**config.mk**
```make
export PLATFORM = sky130hd
export DESIGN_NAME = fetch_unit
export DESIGN_NICKNAME = d
export VERILOG_FILES = /design/src/rtl/fetch_unit.sv
export SDC_FILE = /design/constraint.sdc
export NUM_CORES = 1
export LEC_CHECK = 0
export ABC_AREA = 1
export BUFFER_PORTS_ARGS = -buffer_cell sky130_fd_sc_hd__buf_2
export CAP_MARGIN = 10
export CORE_ASPECT_RATIO = 1.4
export CORE_MARGIN = 2
export CORE_UTILIZATION = 45
export DETAILED_ROUTE_END_ITERATION = 8
export PLACE_DENSITY = 0.77
export RECOVER_POWER = 25
export SLEW_MARGIN = 10
export SYNTH_ARGS = -nofsm -noshare
export SYNTH_HDL_FRONTEND = slang
export SYNTH_SLANG_ARGS = --single-unit
```
**constraint.sdc**
```tcl
create_clock -name clk -period 6.2 [get_ports clk]
set_clock_uncertainty 0.05 [all_clocks]
set_input_delay 0.93 -clock clk [delete_from_list [all_inputs] [get_ports clk]]
set_output_delay 0.93 -clock clk [all_outputs]
set_load 0.03 [all_outputs]
```
**src/rtl/fetch_unit.sv**
```systemverilog
// fetch_unit: instruction-fetch stage of the RV32I pipeline.
// Owns PCF, issues ready-handshake requests to instruction memory, and
// drives the IF/ID pipeline register. Optional performance counters are
// compiled in when FETCH_PERF_EN is defined.
module fetch_unit #(
  parameter logic [31:0] RESET_PC  = 32'h0000_0000,
  parameter logic [31:0] NOP_INSTR = 32'h0000_0013
) (
  input  logic        clk,
  input  logic        reset,
  input  logic        StallF,
  input  logic        StallD,
  input  logic        FlushD,
  input  logic        PCSrcE,
  input  logic        PCJalSrcE,
  input  logic [31:0] PCTargetE,
  input  logic [31:0] ALUResultE,
  output logic        imem_req,
  output logic [31:0] imem_addr,
  input  logic        imem_ready,
  input  logic [31:0] imem_rdata,
  output logic [31:0] InstrD,
  output logic [31:0] PCD,
  output logic [31:0] PCPlus4D,
  output logic        ValidD,
  output logic        FetchWaitF
`ifdef FETCH_PERF_EN
  ,
  output logic [31:0] FetchCount,
  output logic [31:0] BubbleCount
`endif
);

  localparam int unsigned XLEN = 32;

  typedef enum logic [1:0] {
    ST_IDLE  = 2'd0,
    ST_FETCH = 2'd1,
    ST_HOLD  = 2'd2,
    ST_DROP  = 2'd3
  } state_e;

  state_e            state_q, state_d;
  logic [XLEN-1:0]   pcf_q, pcf_d;
  logic [XLEN-1:0]   skid_instr_q, skid_instr_d;
  logic [XLEN-1:0]   skid_pc_q, skid_pc_d;
  logic [XLEN-1:0]   redir_q, redir_d;
  logic              imem_req_q, imem_req_d;
  logic [XLEN-1:0]   if_instr_q, if_instr_d;
  logic [XLEN-1:0]   if_pc_q, if_pc_d;
  logic [XLEN-1:0]   if_pc4_q, if_pc4_d;
  logic              if_valid_q, if_valid_d;

  logic              deliver;
  logic [XLEN-1:0]   dl_instr;
  logic [XLEN-1:0]   dl_pc;
  logic [XLEN-1:0]   redirect_target;

`ifdef FETCH_PERF_EN
  logic [XLEN-1:0]   fetch_cnt_q, fetch_cnt_d;
  logic [XLEN-1:0]   bubble_cnt_q, bubble_cnt_d;
`endif

  // JALR targets have their LSB forced to zero
  assign redirect_target = PCJalSrcE ? (ALUResultE & ~XLEN'(1)) : PCTargetE;

  // Fetch FSM, PC update and skid/redirect capture
  always_comb begin
    state_d      = state_q;
    pcf_d        = pcf_q;
    skid_instr_d = skid_instr_q;
    skid_pc_d    = skid_pc_q;
    redir_d      = redir_q;
    deliver      = 1'b0;
    dl_instr     = imem_rdata;
    dl_pc        = pcf_q;

    unique case (state_q)
      ST_IDLE: begin
        state_d = ST_FETCH;
      end
      ST_FETCH: begin
        if (PCSrcE) begin
          if (imem_ready) begin
            pcf_d = redirect_target;
          end else begin
            redir_d = redirect_target;
            state_d = ST_DROP;
          end
        end else if (imem_ready) begin
          if (StallF) begin
            skid_instr_d = imem_rdata;
            skid_pc_d    = pcf_q;
            state_d      = ST_HOLD;
          end else begin
            deliver = 1'b1;
            pcf_d   = pcf_q + XLEN'(4);
          end
        end
      end
      ST_HOLD: begin
        if (PCSrcE) begin
          pcf_d   = redirect_target;
          state_d = ST_FETCH;
        end else if (!StallF) begin
          deliver  = 1'b1;
          dl_instr = skid_instr_q;
          dl_pc    = skid_pc_q;
          pcf_d    = pcf_q + XLEN'(4);
          state_d  = ST_FETCH;
        end
      end
      ST_DROP: begin
        if (PCSrcE) begin
          redir_d = redirect_target;
        end
        if (imem_ready) begin
          pcf_d   = PCSrcE ? redirect_target : redir_q;
          state_d = ST_FETCH;
        end
      end
      default: begin
        state_d = ST_IDLE;
      end
    endcase

    imem_req_d = (state_d == ST_FETCH) || (state_d == ST_DROP);
  end

  // IF/ID register next-state: hold on StallD, bubble on flush or no delivery
  always_comb begin
    if_instr_d = if_instr_q;
    if_pc_d    = if_pc_q;
    if_pc4_d   = if_pc4_q;
    if_valid_d = if_valid_q;
    if (!StallD) begin
      if (FlushD || !deliver) begin
        if_instr_d = NOP_INSTR;
        if_pc_d    = '0;
        if_pc4_d   = '0;
        if_valid_d = 1'b0;
      end else begin
        if_instr_d = dl_instr;
        if_pc_d    = dl_pc;
        if_pc4_d   = dl_pc + XLEN'(4);
        if_valid_d = 1'b1;
      end
    end
  end

`ifdef FETCH_PERF_EN
  // Count valid loads and bubble loads into IF/ID
  always_comb begin
    fetch_cnt_d  = fetch_cnt_q;
    bubble_cnt_d = bubble_cnt_q;
    if (!StallD) begin
      if (if_valid_d) begin
        fetch_cnt_d = fetch_cnt_q + XLEN'(1);
      end else begin
        bubble_cnt_d = bubble_cnt_q + XLEN'(1);
      end
    end
  end
`endif

  // State registers with synchronous active-low reset
  always_ff @(posedge clk) begin
    if (!reset) begin
      state_q      <= ST_IDLE;
      pcf_q        <= RESET_PC;
      skid_instr_q <= '0;
      skid_pc_q    <= '0;
      redir_q      <= '0;
      imem_req_q   <= 1'b0;
      if_instr_q   <= NOP_INSTR;
      if_pc_q      <= '0;
      if_pc4_q     <= '0;
      if_valid_q   <= 1'b0;
`ifdef FETCH_PERF_EN
      fetch_cnt_q  <= '0;
      bubble_cnt_q <= '0;
`endif
    end else begin
      state_q      <= state_d;
      pcf_q        <= pcf_d;
      skid_instr_q <= skid_instr_d;
      skid_pc_q    <= skid_pc_d;
      redir_q      <= redir_d;
      imem_req_q   <= imem_req_d;
      if_instr_q   <= if_instr_d;
      if_pc_q      <= if_pc_d;
      if_pc4_q     <= if_pc4_d;
      if_valid_q   <= if_valid_d;
`ifdef FETCH_PERF_EN
      fetch_cnt_q  <= fetch_cnt_d;
      bubble_cnt_q <= bubble_cnt_d;
`endif
    end
  end

  assign imem_req   = imem_req_q;
  assign imem_addr  = pcf_q;
  assign InstrD     = if_instr_q;
  assign PCD        = if_pc_q;
  assign PCPlus4D   = if_pc4_q;
  assign ValidD     = if_valid_q;
  assign FetchWaitF = imem_req_q & ~imem_ready;
`ifdef FETCH_PERF_EN
  assign FetchCount  = fetch_cnt_q;
  assign BubbleCount = bubble_cnt_q;
`endif

endmodule

```
==> reports/metrics.cfg <==
[status]
status = completed

[floorplanning]
die_area_mm2 = 0.02714
rows = 69
fp.dieH_um = 194.1
start_util_pct = 45.79
fp.coreArea_mm2 = 0.02538
ioPinCount = 235
fp.dieW_um = 139.8

[worst_setup_path]
slowest_stage = nand2_4
startpoint_type = primary input
cpMostUsedCell = nand2_1
crit_required_ns = 6.55
critPathTopFamily = simple AND/OR/NAND/NOR gates
cp-end-kind = flip-flop
crit_arrival_ns = 4.08
path_buf_inv = 4
max_stage_delay_ns = 0.58
worst-setup-path-type = primary input to flip-flop
critPathMaxFanout = 57
cp_cell_sequence = buf_2 -> inv_2 -> nand2_4 -> o21ai_1 -> inv_1 -> ha_1 -> nand2_1 -> nor2_2 -> nand3_2 -> nor2_4 -> nand3_1 -> nand2_1 -> nand3_1 -> nand2_1 -> inv_1

[cells_and_area]
layout_common_cells = nand2_1 (490), dfxtp_1 (225), nor2_1 (211)
drive_gt1_share_pct = 12.85
layout_commonest_cell = nand2_1
diodes = 0
nets = 2016
area_delta_synth_final_pct = 16.21
final_cells = 2241

[pwr]
finalPower_mw = 3.438
p_int_mw = 2.525
p_leak_nw = 5.567
irDropWorstVdd_mv = 0.3265
sw_frac_of_total_pct = 26.56
seqPwrFrac_pct = 44.6
switchingPower_uw = 913.0
combPwrFrac_pct = 11.7
power.share.clock_pct = 43.7
p_per_area_mw_per_mm2 = 254.5

[sta]
max_freq_mhz = 267.8
fin_crit_sh_pct = 60.23
fin_setup_tns_ns = 0
setup_violations = 0
fin_crit_ns = 3.734
hold_viol_final = 0
whs_ns = 0.3978
setup_ws_ns = 2.466
drv_slew = 0
rsz0062_at_grt = false
worst_pin_slew_ns = 1.065
relSlewSlack_pct = 28.98

[detailed_routing]
antenna_left = 0
vias = 12094
drtPass1Iterations = 7
wl_per_cell_um = 15.09
drt_iter0_drc = 832
routed_wirelength_um = 33810
vias_per_cell = 5.397
drc = 0

[clock_tree]
post-cts-setup-buffers = 0
tritoncts = built
clock-root-buffer = clkbuf_16
ctsResizeCount = 0
clock_path_buffers = 3
cts.sinks = 225
htree_num_levels = 1
path_clk_slew_ns = 0.07
clock_latency_ns = 0.51
cts_inserted_buffers = 23
cts_hold_buf = 0

[global_route]
grt_pass1_wl_um = 55030
grt_use_total_pct = 23.85
grt_pass1_vias = 11349
grt-ovfl-total = 0
grt_max_degree = 101
antenna_found_initial = 0

[job]
max_cap_viol_count = 0

[synthesis]
synth_cell_type_count = 46
synthFlopType = dfxtp_1
yosysWarnings = 0
synth-edff-count = 0
yosysTopAreaCell = dfxtp_1
ys_async_sr_fraction_pct = 0
ys_seq_area_share_pct = 38.76
netlist_area_mm2 = 0.01162
yosys.area.top_type_share_pct = 38.76
avgSynthCellArea_um2 = 6.637
synth_area_leaders = dfxtp_1 (39%), nand2_1 (16%), a21oi_1 (8.2%)
ys_ff_latch = 225
syn_inst = 1751
synth_fp_nets = 1861

[placement]
routabilityCongestion = 0.9083
dp_slack_ns = 2.025
dpl.cell_count = 2200
place_hpwl_um = 23510
io_buffers = 233

[hold_path]
hold_class = flip-flop to flip-flop

-- power by group through the flow --
stage               sequential (mW)  combinational [mW]  clock, mW
detailed placement             1.56               0.399          0
CTS                            1.53               0.401       1.52
finish                         1.53               0.401       1.50
floorplan                      1.58               0.252          0
global route                   1.54               0.450       1.59
global placement               1.56               0.390          0
-- flip-flops by register name, indices dropped and copies added (netlist names) --
register	count
skid_instr_q	32
PCD	32
imem_addr	32
skid_pc_q	32
state_q	2
InstrD	32
ValidD	1
PCPlus4D	30
redir_q	32
-- Yosys cell counts (8+ instances only) --
library cell	count
a211oi_1	29
a21oi_1	190
a31oi_1	9
buf_2	30
clkbuf_1	75
dfxtp_1	225
inv_1	94
mux2i_1	35
nand2_1	490
nand2_2	8
nand3_1	74
nand4_1	30
nor2_1	212
nor3_1	14
o21ai_0	135
or2_2	15
-- layer usage --
layer	GRT usage (%)	up-vias	routed length [um]	part of all wire, %
met5	0	-	0	0
met4	7.037	0	873	2.6
met3	3.038	71	2136	6.3
met2	43.16	466	16640	49
met1	29.40	5471	14170	42
li1	-	6086	-	-
-- final timing paths --
path	startpoint	end	slack, ns	cells past startpoint
setup reg to reg	state_q[0]$_SDFF_PN0_	PCPlus4D[30]$_SDFFE_PN0N_	2.96	15
hold / removal	skid_instr_q[0]$_SDFFE_PN0P_	skid_instr_q[0]$_SDFFE_PN0P_	0.40	2
hold reg to reg	skid_instr_q[0]$_SDFFE_PN0P_	skid_instr_q[0]$_SDFFE_PN0P_	0.40	2
setup / recovery	PCSrcE	PCPlus4D[30]$_SDFFE_PN0N_	2.47	15
-- metrics by stage --
stage / utilization [%] / cell area [um2]
global placement: 50.39 / 12790
CTS: 53.65 / 13620
global route: 53.21 / 13510
detailed placement: 50.39 / 12790
floorplan: - / 11620
finish: 53.21 / 13510
-- layout make-up --
cell class / instances / area (um2)
inverters: 100 / 379.1
well taps: 319 / 399.1
multi-input cells: 1308 / 6226
clock buffers: 30 / 651.9
fillers: 2545 / 11880
clock inverters: 11 / 175.2
repair buffers: 248 / 1170
flip-flops and latches: 225 / 4504
-- worst reg2reg max path, stage by stage, from the launching register on --
cell and delay (ns):
dfxtp_1 0.45, inv_1 0.16, ha_1 0.29, nand2_4 0.48, o21ai_1 0.27, inv_1 0.16, ha_1 0.17, nand2_1 0.11
nor2_2 0.23, nand3_2 0.14, nor2_4 0.26, nand3_1 0.13, nand2_1 0.08, nand3_1 0.06, nand2_1 0.06, inv_1 0.05
-- logic make-up after synthesis --
logic type,synth area share [%]
AO/OA/AOI/OAI,18.26
flip-flops,38.76
buffers and inverters,7.687
XOR/XNOR,0.5276
AND/OR/NAND/NOR,31.10
adder cells (fa/ha/maj),0.6460
multiplexers,3.015
No activity file was read; power rests on OpenSTA's default activity.
